--- src/rtl/reset_sequencer.sv ---
// Reset sequencer: synchronises and stretches reset deassertion, then releases
// NUM_STAGES downstream stages one per release slot. Optional macro: RESET_SEQ_XCHECK_EN.
module reset_sequencer #(
    parameter int NUM_STAGES  = 2,
    parameter int SYNC_STAGES = 2,
    parameter int STRETCH     = 4,
    parameter int GAP         = 2
) (
    input  logic                  clock,
    input  logic                  reset,
    input  logic                  ext_hold,
    output logic [NUM_STAGES-1:0] stage_rst,
    output logic [NUM_STAGES-1:0] stage_en,
    output logic                  seq_done
);

    localparam int MAX_CNT = (STRETCH > GAP) ? STRETCH : GAP;
    localparam int CNT_W   = $clog2(MAX_CNT + 1);
    localparam int IDX_W   = (NUM_STAGES > 1) ? $clog2(NUM_STAGES) : 1;

    typedef enum logic [1:0] {
        S_SYNC,
        S_STRETCH,
        S_GAP,
        S_DONE
    } state_t;

    state_t                  state_q, state_d;
    logic [CNT_W-1:0]        cnt_q, cnt_d;
    logic [IDX_W-1:0]        idx_q, idx_d;
    logic [NUM_STAGES-1:0]   stage_rst_d;
    logic                    seq_done_d;
    logic [SYNC_STAGES-1:0]  sync_p0;
    logic                    sync_falling;

    // Synchroniser: shifts in zeros; the top bit is the internal synchronous reset
    always_ff @(posedge clock or posedge reset) begin
        if (reset) begin
            sync_p0 <= '1;
        end else begin
            sync_p0 <= {sync_p0[SYNC_STAGES-2:0], 1'b0};
        end
    end

    // The internal reset is still high but falls on this edge
    assign sync_falling = sync_p0[SYNC_STAGES-1] && !sync_p0[SYNC_STAGES-2];

    always_ff @(posedge clock or posedge reset) begin
        if (reset) begin
            state_q   <= S_SYNC;
            cnt_q     <= '0;
            idx_q     <= '0;
            stage_rst <= '1;
            stage_en  <= '0;
            seq_done  <= 1'b0;
        end else begin
            state_q   <= state_d;
            cnt_q     <= cnt_d;
            idx_q     <= idx_d;
            stage_rst <= stage_rst_d;
            stage_en  <= ~stage_rst;
            seq_done  <= seq_done_d;
        end
    end

    always_comb begin
        state_d     = state_q;
        cnt_d       = cnt_q;
        idx_d       = idx_q;
        stage_rst_d = stage_rst;
        seq_done_d  = seq_done;

        case (state_q)
            S_SYNC: begin
                if (sync_falling) begin
                    state_d = S_STRETCH;
                    cnt_d   = '0;
                end
            end
            S_STRETCH: begin
                if (!ext_hold) begin
                    if (cnt_q == CNT_W'(STRETCH)) begin
                        stage_rst_d[0] = 1'b0;
                        cnt_d          = '0;
                        idx_d          = '0;
                        state_d        = S_GAP;
                    end else begin
                        cnt_d = cnt_q + 1'b1;
                    end
                end
            end
            S_GAP: begin
                if (!ext_hold) begin
                    if (cnt_q == CNT_W'(GAP - 1)) begin
                        cnt_d = '0;
                        if (idx_q == IDX_W'(NUM_STAGES - 1)) begin
                            seq_done_d = 1'b1;
                            state_d    = S_DONE;
                        end else begin
                            idx_d = idx_q + 1'b1;
                            for (int i = 1; i < NUM_STAGES; i++) begin
                                if (int'(idx_q) + 1 == i) begin
                                    stage_rst_d[i] = 1'b0;
                                end
                            end
                        end
                    end else begin
                        cnt_d = cnt_q + 1'b1;
                    end
                end
            end
            default: begin
                state_d = S_DONE;
            end
        endcase
    end

`ifdef RESET_SEQ_XCHECK_EN
    // Simulation-only: flag clocks rising out of an unknown level and unknown control inputs
    logic clock_last;

    always @(clock) begin
        if (clock === 1'b1 && $isunknown(clock_last)) begin
            $error("reset_sequencer: clock rose from x/z at time %0t", $time);
        end
        clock_last = clock;
    end

    always @(posedge clock) begin
        if ($isunknown({reset, ext_hold})) begin
            $error("reset_sequencer: reset or ext_hold unknown at time %0t", $time);
        end
    end
`endif

endmodule

--- config.mk ---
export PLATFORM = sky130hd
export DESIGN_NAME = reset_sequencer
export DESIGN_NICKNAME = d
export VERILOG_FILES = /design/src/rtl/reset_sequencer.sv
export SDC_FILE = /design/constraint.sdc
export NUM_CORES = 1
export LEC_CHECK = 0
export ABC_AREA = 1
export ABC_CLOCK_PERIOD_IN_PS = 1400
export CORE_MARGIN = 2
export CORE_UTILIZATION = 53
export DETAILED_ROUTE_END_ITERATION = 10
export DONT_BUFFER_PORTS = 1
export PLACE_DENSITY = 0.71
export SYNTH_ARGS = -nofsm -noshare
export SYNTH_HDL_FRONTEND = slang
export SYNTH_SLANG_ARGS = --single-unit
--- constraint.sdc ---
create_clock -name clock -period 1.4 [get_ports clock]
set_input_delay 0.14 -clock clock [delete_from_list [all_inputs] [get_ports clock]]
set_output_delay 0.14 -clock clock [all_outputs]
set_load 0.02 [all_outputs]
---- Yosys cells after proc, flatten, opt, wreduce, memory -nomap -nowiden ----
Index checks and enable logic that the tools add are counted.
word-level totals
  register bits after elaboration ......... 13
  bits of input ports ..................... 3
  output and inout bits ................... 5
operators by class
  $add $sub $neg .......................... 3
  equal/unequal tests ..................... 11
  mux-type cells .......................... 19
  bitwise operators ....................... 3
  reduce and logical (&&, ||, !) cells .... 11
operators by type and width
  cell                 number
  $mux 3               5
  $mux 2               6
  $ne 2x2->1 const B   6
  $reduce_and 5->1     2
  $pmux 3 s3           1
  $reduce_and 4->1     2
  $pmux 2 s3           1
  $reduce_and 6->1     1
  $mux 1               5
  $eq 2x1->1 const B   2
  $add 3x1->3 const B  1
  $eq 3x1->1 const B   1
  $eq 3x3->1 const B   1
  $reduce_and 3->1     1
  $reduce_bool 3->1    1
  $add 1x1->2 const B  1
  $eq 2x2->1 const B   1
  $logic_not 2->1      1
  $not 1->1            2
  $not 2->2            1
  $pmux 1 s2           1
  $reduce_bool 2->1    1
  $add 1x1->1 const B  1
  $logic_and 1x1->1    1
  $logic_not 1->1      1

---- Logic depth before layout (Yosys ltp) ----
Gate-level depths: netlist of run 1.
  word-level depth ........................ 5
  depth in mapped cells ................... 9

---- Least setup slack after synthesis of run 1 ----
No wires, ideal clock.
  kind .................................... reg-to-reg
  start ................................... reg state_q[0]
  end ..................................... reg state_q[0]
  arrival ................................. 1.158 ns
  setup slack ............................. 0.119 ns
  cell stages (with the launch flop) ...... 9
  clock period less this slack ............ 1.281 ns
  cell sequence ........................... dfrtp_1 inv_1 ha_1 nand2_1 nand2_2 inv_1 nand2_2 o21ai_0 nand2_1
between the ends
  word-level cells in the longest chain between the ends .. 3
  elaborated cells on any way between the ends .. 11
  those cells by class .................... eq/ne: 8; mux: 1; reduce/logical: 2
ends and longest elaborated chain
  item                                line  text
  start, declared                     28    state_t state_q, state_d;
  start signal, assigned              57    state_q <= state_d;
  $eq 2x2->1 (tied with other cells)  73    case (state_q)
  $ne 2x2->1 (no line)                -
  $reduce_and 6->1 (no line)          -
Parallel ways exist; a longest one is shown, timed or not.
A chain may end at the register's enable or synchronous reset.

---- Worst setup path after layout of run 1 ----
Ends and elaborated chain as after synthesis.

==> run_results.csv, run 1 <==
group,metric,value,unit
clocking,clkSinkCount,13,
final_layout,diodes,0,
floorplan,die_y,41.54,um
critical_path,path_cells,"buf_6, ha_1, nand2_2, nand3_2, nor2_2, nand2_1, nand2_1",
floorplan,core_area,1301,sq um
place,placed_cells_incl_taps,105,
drt,drc,0,
drt,drt_iter0_drc,12,
critical_path,critPathKind,"register to register",
power_and_ir_drop,p_comb_share,51.9,%
timing,finalMaxSlewViolations,0,
final_layout,final_nets,113,
hold_path,min_path_type,"input pin to register",
synth,seq_area_frac_synth,44.22,%
final_layout,drive_gt1_share,29.29,%
critical_path,r2r_start,"state_q[0]$_DFFE_PP0P_",
synth,synth_cell_types,17,
drt,wl_per_cell,12.05,um
place,globalplace.congestion,0.8427,
final_layout,final_design_area_no_fill,865.8,sq um
hold_path,holdCritStartpoint,"ext_hold",
critical_path,worstSetupStartpointType,"register",
global_routing,grtUsageTotal,19.03,%
power_and_ir_drop,power_frac_seq,36.1,%
power_and_ir_drop,p_int,1.075,mW
clocking,clock_path_buffers,2,
power_and_ir_drop,sw_frac_of_total,46.48,%
global_routing,grt_pass1_wl,2.442,mm
floorplan,io_pins,8,
critical_path,worstPathRequired,1.62,ns
clocking,h-tree-depth,1,
global_routing,grt_pass1_vias,574,
floorplan,rows,13,
place,hpwl,1.080,mm
timing,finalCritPeriodShare,92.90,%
global_routing,overflow,0,
synth,synthesis.area,747.0,sq um
critical_path,crit_slowest_cell,"dfrtp_1",
place,place_area,773.2,sq um
critical_path,cpMostUsedCell,"nand2_1",
floorplan,die_x,41.54,um
timing,timing.final.ws_setup,0.09937,ns
synth,synth_seq_cells,13,
timing,final_hold_viol_count,0,
critical_path,ff2ff_setup_slack,0.1,ns
critical_path,crit_path_max_fanout,3,
place,place_ws,-0.01888,ns
clocking,cts-root-buf,"clkbuf_4",
drt,via_per_inst,5.088,
timing,layout_min_cycle_time,1.301,ns
critical_path,cpLargestDelayFamily,"simple AND/OR/NAND/NOR gates",
drt,vias,580,
critical_path,crit_path_start,"state_q[0]$_DFFE_PP0P_",
clocking,cts_buffers,3,
power_and_ir_drop,peakVddDrop,1.124,mV
clocking,cts_tree,"built",
synth,yosys_warnings,0,
drt,ant_nets,0,
critical_path,crit_arrival,1.53,ns
place,io_buffers,0,
run,max-cap-violations,0,
drt,dr.pass1.iters,4,
floorplan,fp.dieArea,1726,sq um
timing,timing.fmax,0.7689,GHz
synth,syn_inst,89,
final_layout,synthToLayoutAreaGrowth,15.91,%
synth,syn_nets,102,
floorplan,initial_utilization,57.40,%
clocking,cts.clk_slew.worst_paths,0.09,ns
run_status,status,"finished, final reports clean",
critical_path,critPathCaptureType,"register",
final_layout,fin_cells,114,
timing,skew,0.009266,ns
power_and_ir_drop,power_density,2320,nW/um^2
power_and_ir_drop,power_switching,933.6,uW
power_and_ir_drop,p_clk_share,12.0,%
synth,avgSynthCellArea,8.393,sq um
global_routing,grt_max_degree,14,
power_and_ir_drop,leakagePower,0.4645,nW
critical_path,cp_slowest_stage_delay,0.41,ns
timing,setup-violations-final,0,
drt,wirelength,1.374,mm
global_routing,grt_antenna_before_repair,0,
clocking,clk_latency,0.29,ns
final_layout,nFillCells,112,
critical_path,crit_buf_inv,1,
## placed cells by master, fill, tap and decap left out, drive strengths merged
master and n:
nand2 29, inv 16, ha 10, dfrtp 9, nor2 7, dfstp 4, nand3 4, o21ai 4
buf 4, clkbuf 3, a21oi 2, dlygate4sd3 2, a31o 1, a31oi 1, a21boi 1, clkinv 1
conb 1
## synthesized netlist by cell type
| cell | count | area share, % |
|---|---|---|
| nand2_2 | 5 | 4.2 |
| nand3_1 | 3 | 2.0 |
| ha_1 | 10 | 17 |
| a21oi_1 | 2 | 1.3 |
| inv_1 | 16 | 8.0 |
| dfrtp_1 | 9 | 30 |
| nand3_2 | 1 | 1.3 |
| conb_1 | 1 | 0.50 |
| nor2_2 | 1 | 0.84 |
| a31oi_1 | 1 | 0.84 |
| o21ai_0 | 3 | 2.0 |
| dfstp_2 | 4 | 14 |
| a21boi_0 | 1 | 1.0 |
| o21ai_1 | 1 | 0.67 |
| a31o_2 | 1 | 1.2 |
| nor2_1 | 6 | 3.0 |
| nand2_1 | 24 | 12 |
## worst register-to-register path, cell delays in order (launching register included)
cell and delay, ns:
dfrtp_1 0.41, buf_6 0.13, ha_1 0.22, nand2_2 0.11
nand3_2 0.12, nor2_2 0.14, nand2_1 0.05, nand2_1 0.06
## path summary, 6_finish.rpt
kind | cells past startpoint | end
min in group asynchronous | 2 | stage_en[0]$_DFF_PP0_
hold reg to reg | 0 | sync_p0[1]$_DFF_PP1_
hold / removal | 3 | idx_q$_DFFE_PP0P_
max in group asynchronous | 2 | stage_rst[1]$_DFFE_PP1P_
setup reg to reg | 7 | state_q[0]$_DFFE_PP0P_
setup / recovery | 7 | state_q[0]$_DFFE_PP0P_
## state kept, by name (all words and copies together), names as in the netlist
signal and flops:
stage_rst 2, idx_q 1, sync_p0 2, cnt_q 3
state_q 2, stage_en 2, seq_done 1
## metal layers
layer,wire [um],track usage (%),vias up
li1,-,-,290
met4,38,9.677,0
met3,51,4.348,6
met5,0,0,-
met2,673,30.63,16
met1,611,23.74,268
## metrics by stage
step	power [mW]	utilization, %	setup TNS (ns)	hold slack, ns
6_report	2.008	66.54	0	0.05730
5_1_grt	2.215	66.54	-0.01069	0.05035
4_1_cts	1.895	63.46	0	0.01916
3_5_place_dp	1.615	59.42	-0.02551	0.07693
3_3_place_gp	1.571	59.42	0	0.07285
2_1_floorplan	1.395	-	0	0.01410
## layout make-up
class                      instances  area, sq um  share of cell area, %
clock buffer                       3        22.52                  2.601
clock inverter                     1        5.005                 0.5780
inverter                          16        60.06                  6.936
multi-input combinational         60        375.4                  43.35
sequential                        13        330.3                  38.15
tap                               15        18.77                  2.168
timing repair buffer               6        53.80                  6.214
## cell families (layout without fill, tap and decap cells)
kind of cell	Yosys count	in the layout	synth area share [%]
AO/OA/AOI/OAI	9	9	7.035
flip-flops	13	13	44.22
AND/OR/NAND/NOR	40	40	23.45
other	1	1	0.5020
buffers and inverters	16	26	8.041
adder cells (fa/ha/maj)	10	10	16.75
## what timing repair did
item                                   CTS  global route
pin swaps                                0             2
hold buffers                             1             1
setup buffers                            2             1
endpoints found under the hold margin    9             1
setup endpoints to repair                3             6
resized for setup                        0            14
## power groups by stage
stage | logic [mW] | registers [mW] | clock network, mW
global route | 1.20 | 0.745 | 0.272
floorplan | 0.684 | 0.711 | 0
CTS | 0.932 | 0.723 | 0.240
detailed placement | 0.874 | 0.741 | 0
global placement | 0.842 | 0.729 | 0
finish | 1.04 | 0.725 | 0.241
Power figures use the tool's default switching activity.
==> run 2: changes to the inputs <==
==> constraint.sdc (replaced) <==
create_clock -name clock -period 1.4 [get_ports clock]
set_input_delay 0.21 -clock clock [delete_from_list [all_inputs] [get_ports clock]]
set_output_delay 0.21 -clock clock [all_outputs]
set_load 0.02 [all_outputs]
==> run_results.csv, run 2 (synthesis gave the netlist of run 1 again) <==
group,metric,value,unit
global_routing,overflow,0,
critical_path,worstPathRequired,1.62,ns
drt,wl_per_cell,12.11,um
critical_path,cp_slowest_stage_delay,0.41,ns
floorplan,initial_utilization,57.40,%
place,hpwl,1.080,mm
final_layout,layout_common_cells,"22 x nand2_1, 14 x inv_1, 9 x dfrtp_1",
timing,layout_min_cycle_time,1.300,ns
critical_path,cpMostUsedCell,"nand2_1",
final_layout,seq_area,330.3,sq um
drt,via_per_inst,5.035,
drt,drc,0,
global_routing,grtUsageTotal,19.03,%
clocking,cts.clk_slew.worst_paths,0.08,ns
final_layout,nFillCells,113,
timing,timing.fmax,0.7691,GHz
floorplan,rows,13,
clocking,clkSinkCount,13,
clocking,clock_path_buffers,2,
critical_path,ff2ff_setup_slack,0.1,ns
timing,setup-violations-final,0,
clocking,cts_tree,"built",
critical_path,critPathKind,"register to register",
global_routing,grt_max_degree,14,
final_layout,drive_gt1_share,29.59,%
clocking,clk_latency,0.28,ns
power_and_ir_drop,power_density,2341,nW/um^2
drt,wirelength,1.368,mm
critical_path,crit_path_max_fanout,3,
critical_path,worstSetupStartpointType,"register",
clocking,cts-root-buf,"clkbuf_4",
clocking,cts_buffers,3,
global_routing,grt_antenna_before_repair,0,
run,max-cap-violations,0,
critical_path,crit_arrival,1.52,ns
floorplan,core_area,1301,sq um
timing,skew,0.006870,ns
critical_path,critPathCaptureType,"register",
place,io_buffers,0,
timing,fin_hold_ws,0.08909,ns
final_layout,diodes,0,
drt,vias,569,
timing,tns,0,ns
floorplan,fp.dieArea,1726,sq um
drt,dr.pass1.iters,4,
critical_path,path_cells,"buf_6, ha_1, nand2_2, nand3_2, nor2_2, nand2_1, nand2_1",
drt,drt_iter0_drc,12,
timing,finalMaxSlewViolations,0,
final_layout,multi_input_area,375.4,sq um
final_layout,final_nets,112,
final_layout,final_common_cell,"nand2_1",
floorplan,die_x,41.54,um
global_routing,grt_pass1_vias,574,
clocking,h-tree-depth,1,
global_routing,grt_pass1_wl,2.442,mm
drt,ant_nets,0,
power_and_ir_drop,leakagePower,0.4603,nW
run_status,status,"finished, final reports clean",
hold_path,min_path_type,"input pin to register",
final_layout,synthToLayoutAreaGrowth,14.57,%
floorplan,die_y,41.54,um
final_layout,largest_reg_flops,3,
critical_path,crit_slowest_cell,"dfrtp_1",
final_layout,top_register,"cnt_q",
timing,finalCritPeriodShare,92.87,%
floorplan,io_pins,8,
place,globalplace.congestion,0.8427,
power_and_ir_drop,peakVddDrop,1.117,mV
timing,final_hold_viol_count,0,
## run 2: metal layers
layer	share of wire (%)	up-vias	global-route usage, %
li1	-	287	-
met1	43	261	23.74
met2	50	17	30.63
met3	4.8	4	4.348
met4	2.5	0	9.677
met5	0	-	0
## run 2: through the flow
| stage | setup WS, ns | cells | instance area (sq um) | util, % | power, mW |
|---|---|---|---|---|---|
| 2_1_floorplan | 0.1190 | 89 | 747.0 | - | 1.395 |
| 3_3_place_gp | 0.008244 | 105 | 773.2 | 59.42 | 1.571 |
| 3_5_place_dp | -0.01888 | 105 | 773.2 | 59.42 | 1.615 |
| 4_1_cts | 0.04796 | 112 | 825.8 | 63.46 | 1.895 |
| 5_1_grt | -0.01069 | 113 | 855.8 | 65.77 | 2.213 |
| 6_report | 0.09984 | 113 | 855.8 | 65.77 | 2.004 |
## run 2: critical path, delay by kind of cell, from the launching register on
family	cells	cell delay [ns]
simple gates	5	0.48
flops	1	0.41
fa+ha+maj	1	0.22
buf+inv	1	0.13
## run 2: final timing paths
path	to	startpoint	cells after the start
setup / recovery	state_q[0]$_DFFE_PP0P_	state_q[0]$_DFFE_PP0P_	7
min in group asynchronous	cnt_q[2]$_DFFE_PP0P_	reset	2
hold reg to reg	sync_p0[1]$_DFF_PP1_	sync_p0[0]$_DFF_PP1_	0
hold / removal	stage_rst[0]$_DFFE_PP1P_	ext_hold	2
max in group asynchronous	stage_rst[1]$_DFFE_PP1P_	reset	2
setup reg to reg	state_q[0]$_DFFE_PP0P_	state_q[0]$_DFFE_PP0P_	7
## run 2: layout make-up
cell class / instances / area share, %
clock buffer: 3 / 2.632
clock inverter: 1 / 0.5848
inverter: 16 / 7.018
multi-input combinational: 60 / 43.86
sequential: 13 / 38.60
tap: 15 / 2.193
timing repair buffer: 5 / 5.117
## run 2: power by group
group          internal, mW  leakage [nW]  total, mW  switching [mW]
logic                 0.428         0.284       1.04           0.612
registers             0.539         0.158      0.725           0.186
clock network         0.106        0.0177      0.238           0.132
total                  1.07         0.460       2.00           0.930
## run 2: timing repair
action / in CTS / in global routing
resized for setup: 0 / 14
pin swaps: 0 / 2
endpoints found under the setup margin: 3 / 6
setup buffers: 2 / 1
hold endpoints to repair: 9 / 0
hold buffers: 1 / 0
==> run 3: changes to the inputs <==
--- a/config.mk
+++ b/config.mk
@@ -12,6 +12,7 @@
 export DETAILED_ROUTE_END_ITERATION = 10
 export DONT_BUFFER_PORTS = 1
 export PLACE_DENSITY = 0.71
+export SETUP_SLACK_MARGIN = 0.5
 export SYNTH_ARGS = -nofsm -noshare
 export SYNTH_HDL_FRONTEND = slang
 export SYNTH_SLANG_ARGS = --single-unit
==> run_results.csv, run 3 (synthesis gave the netlist of run 1 again) <==
group,metric,value,unit
timing,fin_hold_ws,0.09183,ns
place,place_area,775.7,sq um
hold_path,min_path_type,"input pin to register",
drt,drc,0,
timing,timing.fmax,0.7391,GHz
drt,drt_iter0_drc,38,
timing,layout_min_cycle_time,1.353,ns
final_layout,nFillCells,66,
place,io_buffers,0,
critical_path,cpMostUsedCell,"nand2_2",
power_and_ir_drop,power_frac_seq,28.5,%
timing,setup-violations-final,0,
power_and_ir_drop,power_density,2540,nW/um^2
floorplan,die_y,41.54,um
final_layout,drive_gt1_share,59.80,%
clocking,cts-root-buf,"clkbuf_4",
drt,wl_per_cell,18.21,um
power_and_ir_drop,p_clk_share,8.7,%
critical_path,critPathCaptureType,"register",
clocking,clk_latency,0.28,ns
final_layout,synthToLayoutAreaGrowth,46.23,%
critical_path,crit_buf_inv,1,
drt,vias,670,
timing,rsz0062_at_grt,"yes",
floorplan,initial_utilization,57.40,%
clocking,cts_buffers,3,
floorplan,core_area,1301,sq um
place,place_ws,0.05626,ns
floorplan,io_pins,8,
floorplan,die_x,41.54,um
timing,final_hold_viol_count,0,
drt,via_per_inst,5.726,
power_and_ir_drop,p_int,1.432,mW
final_layout,layout_common_cells,"16 x nand2_1, 10 x inv_1, 8 x nand2_2",
final_layout,largest_reg_flops,3,
global_routing,grt_max_degree,14,
clocking,cts_tree,"built",
global_routing,overflow,0,
final_layout,final_design_area_no_fill,1092,sq um
drt,dr.pass1.iters,4,
timing,finalCritPeriodShare,96.64,%
critical_path,critPathKind,"register to register",
timing,tightest_slew,0.5025,ns
floorplan,fp.dieArea,1726,sq um
global_routing,grt_antenna_before_repair,0,
place,globalplace.congestion,0.8021,
power_and_ir_drop,power_switching,1.343,mW
clocking,clkSinkCount,13,
critical_path,cpLargestDelayFamily,"flip-flops",
timing,finalMaxSlewViolations,0,
timing,relSlewSlack,66.46,%
clocking,clock_path_buffers,2,
global_routing,grt_pass1_vias,673,
final_layout,final_common_cell,"nand2_1",
global_routing,grtUsageTotal,25.66,%
floorplan,rows,13,
run_status,status,"finished, final reports clean",
power_and_ir_drop,leakagePower,0.5023,nW
timing,timing.final.ws_setup,0.04703,ns
clocking,cts.clk_slew.worst_paths,0.08,ns
drt,wirelength,2.131,mm
place,hpwl,1.038,mm
critical_path,worstSetupStartpointType,"register",
critical_path,crit_path_max_fanout,3,
global_routing,grt_pass1_wl,3.160,mm
run,max-cap-violations,0,
critical_path,worstPathRequired,1.58,ns
final_layout,final_nets,116,
place,placed_cells_incl_taps,104,
final_layout,fin_cells,117,
clocking,h-tree-depth,1,
final_layout,diodes,0,
timing,skew,0.002967,ns
drt,ant_nets,0,
critical_path,crit_arrival,1.53,ns
final_layout,top_register,"cnt_q",
power_and_ir_drop,p_comb_share,62.8,%
power_and_ir_drop,fin_total_pwr,2.775,mW
power_and_ir_drop,sw_frac_of_total,48.40,%
power_and_ir_drop,peakVddDrop,1.643,mV
critical_path,ff2ff_setup_slack,0.05,ns
critical_path,cp_slowest_stage_delay,0.42,ns
critical_path,path_cells,"inv_2, ha_2, nand2_2, nand2_2, nand3_4, o21ai_2, nand2_1",
critical_path,crit_slowest_cell,"dfrtp_1",
## run 3: cell count changes in the layout (fill, tap and decap cells not counted), sizes merged
cell / delta
buf: +4
clkbuf: +1
inv: -1
## run 3: metal layers
layer	track usage, %	share of wire, %	wire length, um	vias up
met3	8.261	6.9	148	13
met4	21.29	5.1	108	0
met2	40.63	52	1112	45
met1	27.50	36	761	315
li1	-	-	-	297
met5	0	0	0	-
## run 3: final timing paths
path                                           start                        to  cells after the start
worst max-delay path            cnt_q[1]$_DFFE_PP0P_    state_q[1]$_DFFE_PP0P_                      7
worst min-delay path                        ext_hold  stage_rst[1]$_DFFE_PP1P_                      2
worst max register to register  cnt_q[1]$_DFFE_PP0P_    state_q[1]$_DFFE_PP0P_                      7
worst min register to register  sync_p0[0]$_DFF_PP1_      sync_p0[1]$_DFF_PP1_                      0
max in group asynchronous                      reset    state_q[0]$_DFFE_PP0P_                      2
min in group asynchronous                      reset     stage_en[0]$_DFF_PP0_                      2
## run 3: area by class of cell
type,instances,area (sq um),share of cell area (%)
clock buffer,4,26.28,2.405
inverter,16,67.56,6.186
multi-input combinational,60,559.3,51.20
sequential,13,335.3,30.70
tap,15,18.77,1.718
timing repair buffer,9,85.08,7.789
## run 3: what timing repair did
action	4_1_cts	5_1_grt
cloned	0	0
endpoints found under the setup margin	14	14
resized for setup	31	25
hold buffers	1	0
endpoints found under the hold margin	9	0
pin swaps	10	3
setup buffers	5	3
## run 3: power groups by stage
stage | logic, mW | clock network [mW] | registers [mW]
6_report | 1.74 | 0.240 | 0.792
5_1_grt | 1.89 | 0.265 | 0.809
4_1_cts | 1.31 | 0.240 | 0.785
3_5_place_dp | 0.882 | 0 | 0.745
3_3_place_gp | 0.855 | 0 | 0.736
2_1_floorplan | 0.719 | 0 | 0.718
## run 3: stage by stage
stage          setup TNS, ns  utilization, %
2_1_floorplan              0               -
3_3_place_gp               0           59.62
3_5_place_dp               0           59.62
4_1_cts                    0           74.90
5_1_grt              -0.1571           83.94
6_report                   0           83.94
